==> src/rtl/sram_arb.sv <==
// rtl/sram_arb.sv - two-port arbiter and cycle sequencer for the external 16-bit async SRAM
module sram_arb #(
  parameter int WAIT   = 3,
  parameter bit PRIO_B = 1'b0
) (
  input  logic        clk,
  input  logic        nreset,
  input  logic        a_req_i,
  input  logic [15:0] a_addr_i,
  input  logic        a_r_i,
  input  logic [1:0]  a_w_i,
  input  logic [15:0] a_wdata_i,
  output logic        a_ack_o,
  input  logic        b_req_i,
  input  logic [15:0] b_addr_i,
  input  logic        b_r_i,
  input  logic [1:0]  b_w_i,
  input  logic [15:0] b_wdata_i,
  output logic        b_ack_o,
  output logic [15:0] rdata_o,
  output logic        grant_o,
  output logic        busy_o,
  output logic [17:0] sram_addr_o,
  input  logic [15:0] sram_dq_i,
  output logic [15:0] sram_dq_o,
  output logic        sram_dq_oe_o,
  output logic        sram_ce_n_o,
  output logic        sram_oe_n_o,
  output logic        sram_we_n_o,
  output logic        sram_ub_n_o,
  output logic        sram_lb_n_o
);

  typedef enum logic [1:0] {ST_IDLE, ST_ACC, ST_END} state_t;

  state_t      state_q, state_d;
  logic [3:0]  cnt_q, cnt_d;
  logic [14:0] addr_q, addr_d;
  logic        rd_q, rd_d;
  logic [1:0]  w_q, w_d;
  logic [15:0] wdata_q, wdata_d;
  logic [15:0] rdata_q, rdata_d;
  logic        grant_q, grant_d;
  logic        ce_n_q, ce_n_d, oe_n_q, oe_n_d, we_n_q, we_n_d;
  logic        ub_n_q, ub_n_d, lb_n_q, lb_n_d;
  logic        dq_oe_q, dq_oe_d;
  logic        a_ack_q, a_ack_d, b_ack_q, b_ack_d;
  logic        busy_q, busy_d;
  logic        win_b, is_rd, is_wr, in_acc;

  // Byte address bit 0 has no meaning on a 16-bit word SRAM.
  logic unused_addr_lsb;
  assign unused_addr_lsb = a_addr_i[0] ^ b_addr_i[0];

  // Next-state, latching and registered-output decode; strobes follow the next state.
  always_comb begin
    state_d = state_q;
    cnt_d   = cnt_q;
    addr_d  = addr_q;
    rd_d    = rd_q;
    w_d     = w_q;
    wdata_d = wdata_q;
    grant_d = grant_q;
    rdata_d = rdata_q;
    win_b   = 1'b0;
    case (state_q)
      ST_IDLE: begin
        if (a_req_i || b_req_i) begin
          if (PRIO_B)                  win_b = b_req_i;
          else if (a_req_i && b_req_i) win_b = ~grant_q;
          else                         win_b = b_req_i;
          grant_d = win_b;
          addr_d  = win_b ? b_addr_i[15:1] : a_addr_i[15:1];
          rd_d    = win_b ? b_r_i : a_r_i;
          w_d     = win_b ? b_w_i : a_w_i;
          wdata_d = win_b ? b_wdata_i : a_wdata_i;
          cnt_d   = 4'(WAIT);
          state_d = ST_ACC;
        end
      end
      ST_ACC: begin
        if (cnt_q == 4'd0) begin
          state_d = ST_END;
          if (rd_q) rdata_d = sram_dq_i;
        end else begin
          cnt_d = cnt_q - 4'd1;
        end
      end
      ST_END:  state_d = ST_IDLE;
      default: state_d = ST_IDLE;
    endcase

    is_rd   = rd_d;
    is_wr   = !rd_d && (w_d != 2'b00);
    in_acc  = (state_d == ST_ACC);
    ce_n_d  = !(in_acc && (is_rd || is_wr));
    oe_n_d  = !(in_acc && is_rd);
    we_n_d  = !(in_acc && is_wr);
    ub_n_d  = !(in_acc && (is_rd || (is_wr && w_d[1])));
    lb_n_d  = !(in_acc && (is_rd || (is_wr && w_d[0])));
    // Write data is driven through END for hold time after WE rises.
    dq_oe_d = is_wr && (in_acc || state_d == ST_END);
    a_ack_d = (state_d == ST_END) && !grant_d;
    b_ack_d = (state_d == ST_END) && grant_d;
    busy_d  = (state_d != ST_IDLE);
  end

  // State and output registers; reset forces the bus inactive immediately.
  always_ff @(posedge clk or negedge nreset) begin
    if (!nreset) begin
      state_q <= ST_IDLE;
      cnt_q   <= 4'd0;
      addr_q  <= 15'd0;
      rd_q    <= 1'b0;
      w_q     <= 2'b00;
      wdata_q <= 16'd0;
      rdata_q <= 16'd0;
      grant_q <= 1'b1;
      ce_n_q  <= 1'b1;
      oe_n_q  <= 1'b1;
      we_n_q  <= 1'b1;
      ub_n_q  <= 1'b1;
      lb_n_q  <= 1'b1;
      dq_oe_q <= 1'b0;
      a_ack_q <= 1'b0;
      b_ack_q <= 1'b0;
      busy_q  <= 1'b0;
    end else begin
      state_q <= state_d;
      cnt_q   <= cnt_d;
      addr_q  <= addr_d;
      rd_q    <= rd_d;
      w_q     <= w_d;
      wdata_q <= wdata_d;
      rdata_q <= rdata_d;
      grant_q <= grant_d;
      ce_n_q  <= ce_n_d;
      oe_n_q  <= oe_n_d;
      we_n_q  <= we_n_d;
      ub_n_q  <= ub_n_d;
      lb_n_q  <= lb_n_d;
      dq_oe_q <= dq_oe_d;
      a_ack_q <= a_ack_d;
      b_ack_q <= b_ack_d;
      busy_q  <= busy_d;
    end
  end

  assign a_ack_o      = a_ack_q;
  assign b_ack_o      = b_ack_q;
  assign rdata_o      = rdata_q;
  assign grant_o      = grant_q;
  assign busy_o       = busy_q;
  assign sram_addr_o  = {3'b000, addr_q};
  assign sram_dq_o    = wdata_q;
  assign sram_dq_oe_o = dq_oe_q;
  assign sram_ce_n_o  = ce_n_q;
  assign sram_oe_n_o  = oe_n_q;
  assign sram_we_n_o  = we_n_q;
  assign sram_ub_n_o  = ub_n_q;
  assign sram_lb_n_o  = lb_n_q;

endmodule

==> config.mk <==
export PLATFORM = sky130hd
export DESIGN_NAME = sram_arb
export DESIGN_NICKNAME = d
export VERILOG_FILES = /design/src/rtl/sram_arb.sv
export SDC_FILE = /design/constraint.sdc
export NUM_CORES = 1
export LEC_CHECK = 0
export BUFFER_PORTS_ARGS = -buffer_cell sky130_fd_sc_hd__buf_2
export CORE_MARGIN = 4
export CORE_UTILIZATION = 41
export CTS_CLUSTER_SIZE = 24
export DETAILED_ROUTE_END_ITERATION = 8
export MAX_ROUTING_LAYER = met4
export PLACE_DENSITY = 0.82
export SYNTH_ARGS = -nofsm -noshare
export SYNTH_HDL_FRONTEND = slang
export SYNTH_SLANG_ARGS = --single-unit
==> constraint.sdc <==
create_clock -name clk -period 1.75 [get_ports clk]
set_input_delay 0.175 -clock clk [delete_from_list [all_inputs] [get_ports clk]]
set_output_delay 0.175 -clock clk [all_outputs]
set_load 0.05 [all_outputs]
; ---- Word level (Yosys, flattened, before mapping)
; Index checks and enable logic that the tools add are counted.
; W data, S select, Z words.
[word_totals]
regBits = 66
input_bits = 90
output_inout_bits = 60
elab_cells = 75
[classes]
n_addsub = 1
eq_ne = 5
muxes = 19
n_bitwise = 1
n_reduce_logical = 32
[op_table]
columns = op, n
row1 = $mux W16, 1
row2 = $mux W15, 1
row3 = $logic_and A1 B1 Y1, 12
row4 = $mux W2, 5
row5 = $mux W1, 8
row6 = $mux W4, 2
row7 = $pmux W4 S2, 1
row8 = $logic_not A1 Y1, 7
row9 = $reduce_and A3 Y1, 2
row10 = $reduce_bool A2 Y1, 3
row11 = $logic_or A1 B1 Y1, 5
row12 = $eq A2 B1 Y1 const B, 2
row13 = $logic_not A4 Y1, 1
row14 = $ne A2 B2 Y1 const B, 2
row15 = $pmux W2 S2, 1
row16 = $sub A4 B1 Y4 const B, 1
row17 = $eq A2 B2 Y1 const B, 1
row18 = $logic_not A2 Y1, 1
row19 = $reduce_and A2 Y1, 1
row20 = $not A1 Y1, 1

; ---- Depth between registers and ports, before layout
; Gate-level depths: netlist of run 1.
[logic_depth]
ltp_word = 13
depth_mapped = 8
mapped_depth_nobuf = 8

; ---- Least setup slack after synthesis of run 1
; OpenSTA, ideal clock, no wires.
[synth_path]
kind = register -> register
startpoint = register cnt_q[0]
endpoint = register rdata_q[10] (netlist: rdata_o[10])
setup_ns = 0.125
arrival_time_ns = 1.673
t_required_ns = 1.625
setup_slack_ns = -0.048
path_stages_with_launch = 8
n_path_buf = 1
period_less_slack_ns = 1.798
cell_sequence = dfrtp_1 -> inv_1 -> ha_1 -> or3b_4 -> nor2b_4 -> nand2_4 -> buf_12 -> mux2_4
[synth_between]
elab_chain_cells = 2
[synth_rtl]
columns = element, line_no
row1 = "start, declared", 37  ; logic [3:0] cnt_q, cnt_d;
row2 = "start signal, assigned", 130  ; cnt_q <= cnt_d;
row3 = $logic_not A4 Y1, 82  ; if (cnt_q == 4'd0) begin
row4 = $reduce_and A3 Y1 (no source line), n/a
row5 = "end signal, assigned", 135  ; rdata_q <= rdata_d;
row6 = "end, declared", 42  ; logic [15:0] rdata_q, rdata_d;
; No other way between the ends.
; A chain may end at the register's enable or synchronous reset.

; ---- Final worst setup path of run 1
; Ends and elaborated chain as after synthesis.

==> results.txt, run 1 <==
During synthesis, Yosys emitted a total of 0 warnings. In this run the cell area measured after placement is 3820 µm². The synthesized design spends more area on one cell type than any other, namely dfrtp_1. Summing all non-filler instances in the final layout gives an area of 4080 µm². The total iterations of the first detailed-routing run came out at 6. The final max-slew violation count is 0.

The pin count of the biggest net entering global routing came out at 67. The post-synthesis instance area is a little under 3000 µm². The clock-pin slew reported for the worst setup and hold paths after clock tree synthesis is about 0.080 ns.

The via-per-instance ratio came out at between 4 and 5. The number of buffers on the longest clock path is 2. The total area of multi-input combinational cells is about 1200 µm².

In this run, distinct cell masters in the synthesized netlist total 34. The routed via count came out at roughly 2.4k. Among all flip-flop cells after synthesis, the most frequent one is dfrtp_1. The achievable frequency came out at roughly 550 MHz. The post-placement setup slack came out at -0.0406 ns.

The area inside the core boundary is between 6000 and 7000 µm². The share of the synthesized area in the top cell type came out at 0.510. The floorplan die height came out at 92.7 µm. The aggregate negative setup slack is -0.915 ns. By count the netlist is led by dfrtp_1 (60), a21oi_1 (34), nor2_1 (34). The average wire per cell in the routed design came out at roughly 14 µm.

Walking the worst path, the cells encountered are inv_2 > ha_1 > or3b_4 > nor2b_4 > nand2_8 > mux2_4. Setup repair after global routing could not meet its margin everywhere. The number of placed I/O pins came out at 150. The total congestion overflow after global routing is 0. The overall routed net length came out at ~7300 µm. The filler cells instantiated in the layout total 571.

The power consumption came out at approximately 9 mW. The worst-case setup margin in the final layout is -0.0698 ns. The number of clock sinks seen by CTS came out at 66. The first global-routing pass estimated 11,500 µm of wire. The floorplan die area is about 8600 µm². The count of nets left with antenna violations once routing finished came out at 0. The final period demand of the worst path came out at roughly 1.8 ns. The cell count after synthesis came out at 246.

The fraction of the cycle the final worst path needs is 1.04. The critical path is of the flop to flop type. The endpoint arrival time on the critical path came out at about 2.0 ns. The cell sitting at the root of the clock tree is a clkbuf_8. The required time of the critical path is between 1.5 and 2 ns. The initial antenna violation count is 0. The power density normalized to cell area came out at between 2000 and 2500 nW/µm². Setup violations remaining at the end of the flow were counted as 17. The row count came out at 30. The classification of the worst-slack hold path is input port to flop. The worst setup path is launched from a flop. TritonCTS created 9 clock buffers. The final hold violation count is 0.

The total of max-cap violations is 0. The die outline width is around 90 µm. The estimated wirelength of the detail-placed design came out at 5420 µm. The synthesis-to-finish area growth came out at 38.4%.

The CTS H-tree depth came out at 3. The static leakage is roughly 2.0 nW. The finished layout holds a little over 500 standard cells, fillers aside. Along the worst path, the maximum fanout reaches 16. The worst voltage drop across the vdd grid came out at roughly 1400 µV. Of the cells placed in the final design, the portion with a size suffix greater than 1 is 0.517. The final standard cell utilization of the core is 0.593.

In the final layout, flip-flops and latches occupy ~1700 µm². After the last flow step, the layout net total stands at 498. The number of input and output port buffers inserted is about 140. In this design, the stage delay of the slowest critical-path cell is between 0.4 and 0.5 ns. The antenna diode instance count is 0. The checks that failed: negative setup slack. Across all hold checks on the routed design, the worst slack comes to between 0.06 and 0.07 ns. TritonCTS built the clock tree. The number of design rule violations left after detail routing is 0. The worst clock skew on the final layout is around 0.011 ns. By instance count, the leading cell after synthesis is dfrtp_1. The run finished, with violations left. The highest-delay cell along the critical path is or3b_4. The weighted congestion at the end of routability-driven global placement is between 0.7 and 0.8. The violation count after the first detailed-route iteration came out at 54. The initial core utilization came out at 0.429. The number of placed instances, taps included, is approximately 490. The number of global-route vias before repair is ~2.4k. The worst setup path is captured at a flop. In the post-synthesis netlist, the biggest area contributors are dfrtp_1 (51%), mux2i_1 (11%), a21oi_1 (5.8%). The share of synthesized registers carrying an async set or reset is 1.00. The number of enable-type register cells in the synthesized netlist came out at 0. Of the synthesized area, sequential elements account for 0.564. For this run, the total global-route usage over all layers was measured as 0.176.

The number of storage elements in the synthesis netlist is 66. For the worst-skew pair, the clock arrives at the later sink with an insertion delay of about 0.33 ns. The synthesized area per cell is between 10 and 15 µm².
cell families (layout without fill, tap and decap cells):
| kind of cell | count (synthesis) | after routing | share of synthesized area |
|---|---|---|---|
| flip-flops | 66 | 66 | 0.564 |
| AND/OR/NAND/NOR | 53 | 53 | 0.0871 |
| multiplexers | 49 | 49 | 0.187 |
| AO/OA/AOI/OAI | 48 | 48 | 0.0918 |
| buffers and inverters | 22 | 182 | 0.0425 |
| adder cells (fa/ha/maj) | 5 | 5 | 0.0212 |
| XOR/XNOR | 2 | 2 | 0.00595 |
| other | 1 | 3 | 0.00127 |
report_power, final:
group | switching, mW | total, mW | leakage, nW | internal [mW]
combinational | 3.70 | 5.29 | 1.20 | 1.59
sequential | 0.374 | 2.69 | 0.748 | 2.32
clock | 0.584 | 1.28 | 0.103 | 0.699
what timing repair did:
action                                  in CTS  in global routing
pin swaps                                    2                  0
buffers inserted                             1                  1
endpoints found under the hold margin       60                  0
endpoints found under the setup margin      19                 27
resized for setup                            6                  2
hold buffers                                 1                  0
registers in the layout, indices dropped and copies added (netlist names), 2 cells and up:
register,cells
cnt_q,4
state_q,2
w_q,2
sram_dq_o,16
addr_q,15
rdata_o,16
critical path, delay by kind of cell (launching register included):
family,cells,cell delay [ns]
muxes,1,0.32
DFF,1,0.39
adders and majority gates,1,0.13
buffers and inverters,1,0.07
and+or+nand+nor,3,0.79
routing by layer:
| layer | share of wire | wire length (µm) | global-route usage |
|---|---|---|---|
| met1 | 0.43 | 3100 | 0.222 |
| met4 | 0.012 | 85 | 0.0586 |
| met5 | 0 | 0 | - |
| met3 | 0.074 | 539 | 0.0382 |
| met2 | 0.49 | 3550 | 0.283 |
final cells by class:
cell class | instances | area share
timing repair buffer | 160 | 0.211
tap | 96 | 0.0295
sequential | 66 | 0.407
inverter | 6 | 0.00553
clock inverter | 6 | 0.0160
multi-input combinational | 160 | 0.297
clock buffer | 10 | 0.0338
final timing paths:
kind,start,to,slack (ns),depth (start not counted)
hold reg to reg,rdata_o[4],rdata_o[4],0.51,1
setup / recovery,cnt_q[0],rdata_o[10],-0.07,6
min in group asynchronous,nreset,rdata_o[3],0.38,3
max in group asynchronous,nreset,sram_we_n_o,1.05,3
hold / removal,sram_dq_i[14],rdata_o[14],0.07,2
setup reg to reg,cnt_q[0],rdata_o[10],-0.07,6
layout by cell type, fill, tap and decap left out, types with 2 or more instances in the layout:
cell type  count
nor2b_1        5
conb_1         3
clkinv_2       2
inv_2          3
mux2_4        10
and2_1         2
buf_2        144
o32a_1         2
dfstp_2        6
mux2_2         7
nor2_1        34
xor2_1         2
dfrtp_1       60
a21oi_1       34
mux2i_1       32
ha_1           3
nand3_1        2
buf_4         13
nand2_1        2
inv_1          3
clkbuf_8      10
o21ai_0        5
(Power assumes the default switching activity.)
==> run 2, diff against run 1 <==
--- a/config.mk
+++ b/config.mk
@@ -6,10 +6,12 @@
 export NUM_CORES = 1
 export LEC_CHECK = 0
 export BUFFER_PORTS_ARGS = -buffer_cell sky130_fd_sc_hd__buf_2
+export CAP_MARGIN = 0
 export CORE_MARGIN = 4
 export CORE_UTILIZATION = 41
 export CTS_CLUSTER_SIZE = 24
 export DETAILED_ROUTE_END_ITERATION = 8
+export HOLD_SLACK_MARGIN = 0.08
 export MAX_ROUTING_LAYER = met4
 export PLACE_DENSITY = 0.82
 export SYNTH_ARGS = -nofsm -noshare
==> run 2 against run 1 <==
Compared with the run above: the flow still finishes with violations (negative setup slack); largest cell class unchanged; global-route usage increased by 1.5 points; cell area increased by 4.0%; via count increased by 4.0%; critical path depth unchanged; sequential share of layout area decreased by 1.6 points; clock power about the same; final cell count increased by 3.0%; fmax decreased by 0.63%; routed wire length increased by 8.5%; flip-flop and latch count unchanged; core utilization increased by 2.4 points.
==> results.txt, run 2 (synthesis gave the netlist of run 1 again) <==
The highest layer touched by signal routing is met4. The number of placed I/O pins came out at 150 (unchanged). The routed metal-1 wire length is 3190 µm (+2.8%). The number of nets at the end of the flow is 513 (+3.0%). The TritonCTS clock tree is done. In this run the critical register-to-register path is launched from cnt_q[0].

The largest stage delay on the critical path is 0.41 ns (about the same). The aggregate negative setup slack came out at -1.03 ns (-0.117 ns). The worst-case setup margin in the final layout came out at -0.0813 ns (-0.0115 ns). The row count came out at 30 (unchanged). The root buffer cell chosen for the clock tree is clkbuf_8. The weighted congestion at the end of routability-driven global placement is 0.772 (unchanged). The critical path depth came to 6 (unchanged).

The library cells used most frequently in the layout, excluding fill and tap cells, are buf_2 (144), dfrtp_1 (60), nor2_1 (34), a21oi_1 (34), mux2i_1 (32). The estimated wirelength of the detail-placed design is 5420 µm (unchanged). The worst-skew pair later-pin latency is 0.33 ns (about the same). The pin count of the biggest net entering global routing is 67 (unchanged). The average wire per cell in the routed design is 15.2 µm (+5.4%). The clock-pin slew reported for the worst setup and hold paths after clock tree synthesis came to 0.08 ns (about the same). The number of clock sinks seen by CTS came out at 66 (unchanged).

The fraction of layout instances using a drive strength above 1 came out at 0.501 (-0.0160). The internal power contribution is 4.66 mW (+1.0%). The required time of the critical path is 1.97 ns (about the same).

The area inside the core boundary was 6870 µm² (unchanged). The critical path ends at rdata_o[7]. The highest-delay cell along the critical path is or3b_4.

The type of the worst setup path is flop to flop. The achievable frequency was 546 MHz (-0.63%). The total of max-cap violations came out at 0 (unchanged). The highest fanout seen on the critical path is 16 (unchanged). The switching power of the nets came to 4.73 mW (+1.5%). The met2 wire length is 3980 µm (+12%). The endpoint arrival time on the critical path is 2.05 ns (+0.02 ns). The static leakage is 2.12 nW (+3.2%).

In this run the worst hold path is classified as input port to flop. The final hold violation count is 0 (unchanged). The post-placement setup slack came to -0.0406 ns (unchanged).

The flow ran to the end, but the final reports show violations. The final standard cell utilization of the core came out at 0.617 (+0.0239). The area growth from synthesis to layout is 44.0%.

The violation count after the first detailed-route iteration is 49 (-9.3%). The checks that failed: negative setup slack. The fraction of the cycle the final worst path needs is 1.05 (+0.00657).

The fraction of power consumed by sequential logic came to 0.288 (-0.002). The count of non-filler cells in the finished layout is 519 (+3.0%). Walking the worst path, the cells encountered are inv_2 > ha_1 > or3b_4 > nor2b_4 > nand2_8 > mux2_4. The initial core utilization came out at 0.429 (unchanged).

The worst register-to-register path ends at rdata_o[7]. The floorplan die area is 8600 µm² (unchanged). The cell count of the worst reg-to-reg path is 6 (unchanged).

The worst clock skew on the final layout was 0.0120 ns (+0.000570 ns). The fraction of power consumed by the clock network came out at 0.138 (about the same). The total congestion overflow after global routing is 0 (unchanged). The beginning of the critical path is cnt_q[0]. The final count of negative-setup-slack endpoints was 19 (+2). The routed via count came out at 2,497 (+4.0%). The post-detailed-route count of antenna-violating nets came out at 0 (unchanged). The floorplan die height is 92.7 µm (unchanged). The first-pass GRT wire length came out at 12,400 µm (+8.3%).

The overall routed net length is 7900 µm (+8.5%). The power density normalized to cell area came out at 2210 nW/µm² (-2.6%). The die outline width was 92.7 µm (unchanged). The number of buffers on the longest clock path is 2 (unchanged). The via-per-instance ratio was 4.81 (+0.95%). Leaving out fill and tap cells, the most frequent cell in the layout is buf_2. The initial antenna violation count is 0 (unchanged). The worst voltage drop across the vdd grid is 1510 µV (+11%). The final max-slew violation count came out at 0 (unchanged). The clock buffer count from CTS came to 9 (unchanged). The final period demand of the worst path is 1.83 ns (+0.0115 ns). The switching part of the total came to 0.504 (+0.00110). The internal reg-to-reg setup slack came to -0.08 ns (about the same). The number of design rule violations left after detail routing came out at 0 (unchanged).

The number of input and output port buffers inserted is 144 (unchanged). The buffer and inverter count on the worst path came out at 1 (unchanged). The antenna diode instance count is 0 (unchanged).

The total met3 wirelength after detailed routing is 610 µm (+13%). The global-route usage over all layers came to 0.191 (+0.0150). The number of placed instances with taps included is 485 (unchanged). The CTS H-tree depth came out at 3 (unchanged). The portion of total power attributed to combinational logic came out at 0.574 (+0.003). The worst setup path is launched from a flop. The total iterations of the first detailed-routing run is 6 (unchanged). Setup repair after global routing could not meet its margin everywhere. The gate family responsible for the most delay along the worst path is simple AND/OR/NAND/NOR gates.

STA classifies the critical path endpoint as a flop. The number of global-route vias before repair came to 2,569 (+6.8%).
[run 2: cell types whose count changed in the layout (fill, tap and decap cells not counted)]
cell / delta
o21ai_1: -1
dlygate4sd3_1: +15
o21ai_2: +1
ha_2: -1
ha_4: +1
[run 2: cell type report]
| class | count | area (µm²) |
|---|---|---|
| fill | 544 | 2630 |
| multi-input combinational | 160 | 1220 |
| tap | 96 | 120 |
| inverter | 6 | 22.5 |
| clock buffer | 10 | 138 |
| clock inverter | 6 | 65.1 |
| sequential | 66 | 1660 |
| timing repair buffer | 175 | 1010 |
[run 2: worst min-delay path by stage]
stage                       from    endpoint  slack [ns]  cells past startpoint
detailed placement        nreset  rdata_o[3]        0.22                      2
CTS                 sram_dq_i[8]  rdata_o[8]        0.09                      2
global route        sram_dq_i[8]  rdata_o[8]        0.09                      2
global placement          nreset      w_q[0]        0.21                      2
finish              sram_dq_i[8]  rdata_o[8]        0.09                      2
floorplan                 nreset     a_ack_o       -0.12                      0
[run 2: worst reg2reg max path: stages (launching register included)]
cell and delay, ns:
dfrtp_1 0.39, inv_2 0.07, ha_1 0.13, or3b_4 0.41, nor2b_4 0.23, nand2_8 0.16
mux2_4 0.34
[run 2: metrics by stage]
step | hold slack [ns] | cell area (µm²) | power, mW
finish | 0.0888 | 4240 | 9.39
global placement | 0.214 | 3820 | 7.72
CTS | 0.0854 | 4210 | 9.32
floorplan | -0.121 | 2950 | 6.56
detailed placement | 0.218 | 3820 | 7.89
global route | 0.0887 | 4240 | 9.90
[run 2: layer usage]
layer,vias to the layer above,global-route usage
met5,-,-
li1,1181,-
met1,1184,0.224
met4,0,0.0720
met2,118,0.318
met3,14,0.0471
[run 2: what timing repair did]
action	in CTS	in global routing
endpoints found under the setup margin	19	27
hold endpoints to repair	75	0
resized for setup	6	4
hold buffers	16	0
buffers inserted	1	1
pin swaps	2	0
[run 2: power groups by stage]
stage / Combinational (mW) / Sequential [mW] / Clock, mW
2_1_floorplan: 1.65 / 4.91 / 0
3_3_place_gp: 5.05 / 2.67 / 0
3_5_place_dp: 5.20 / 2.69 / 0
4_1_cts: 5.31 / 2.69 / 1.32
5_1_grt: 5.72 / 2.79 / 1.39
6_report: 5.39 / 2.70 / 1.29
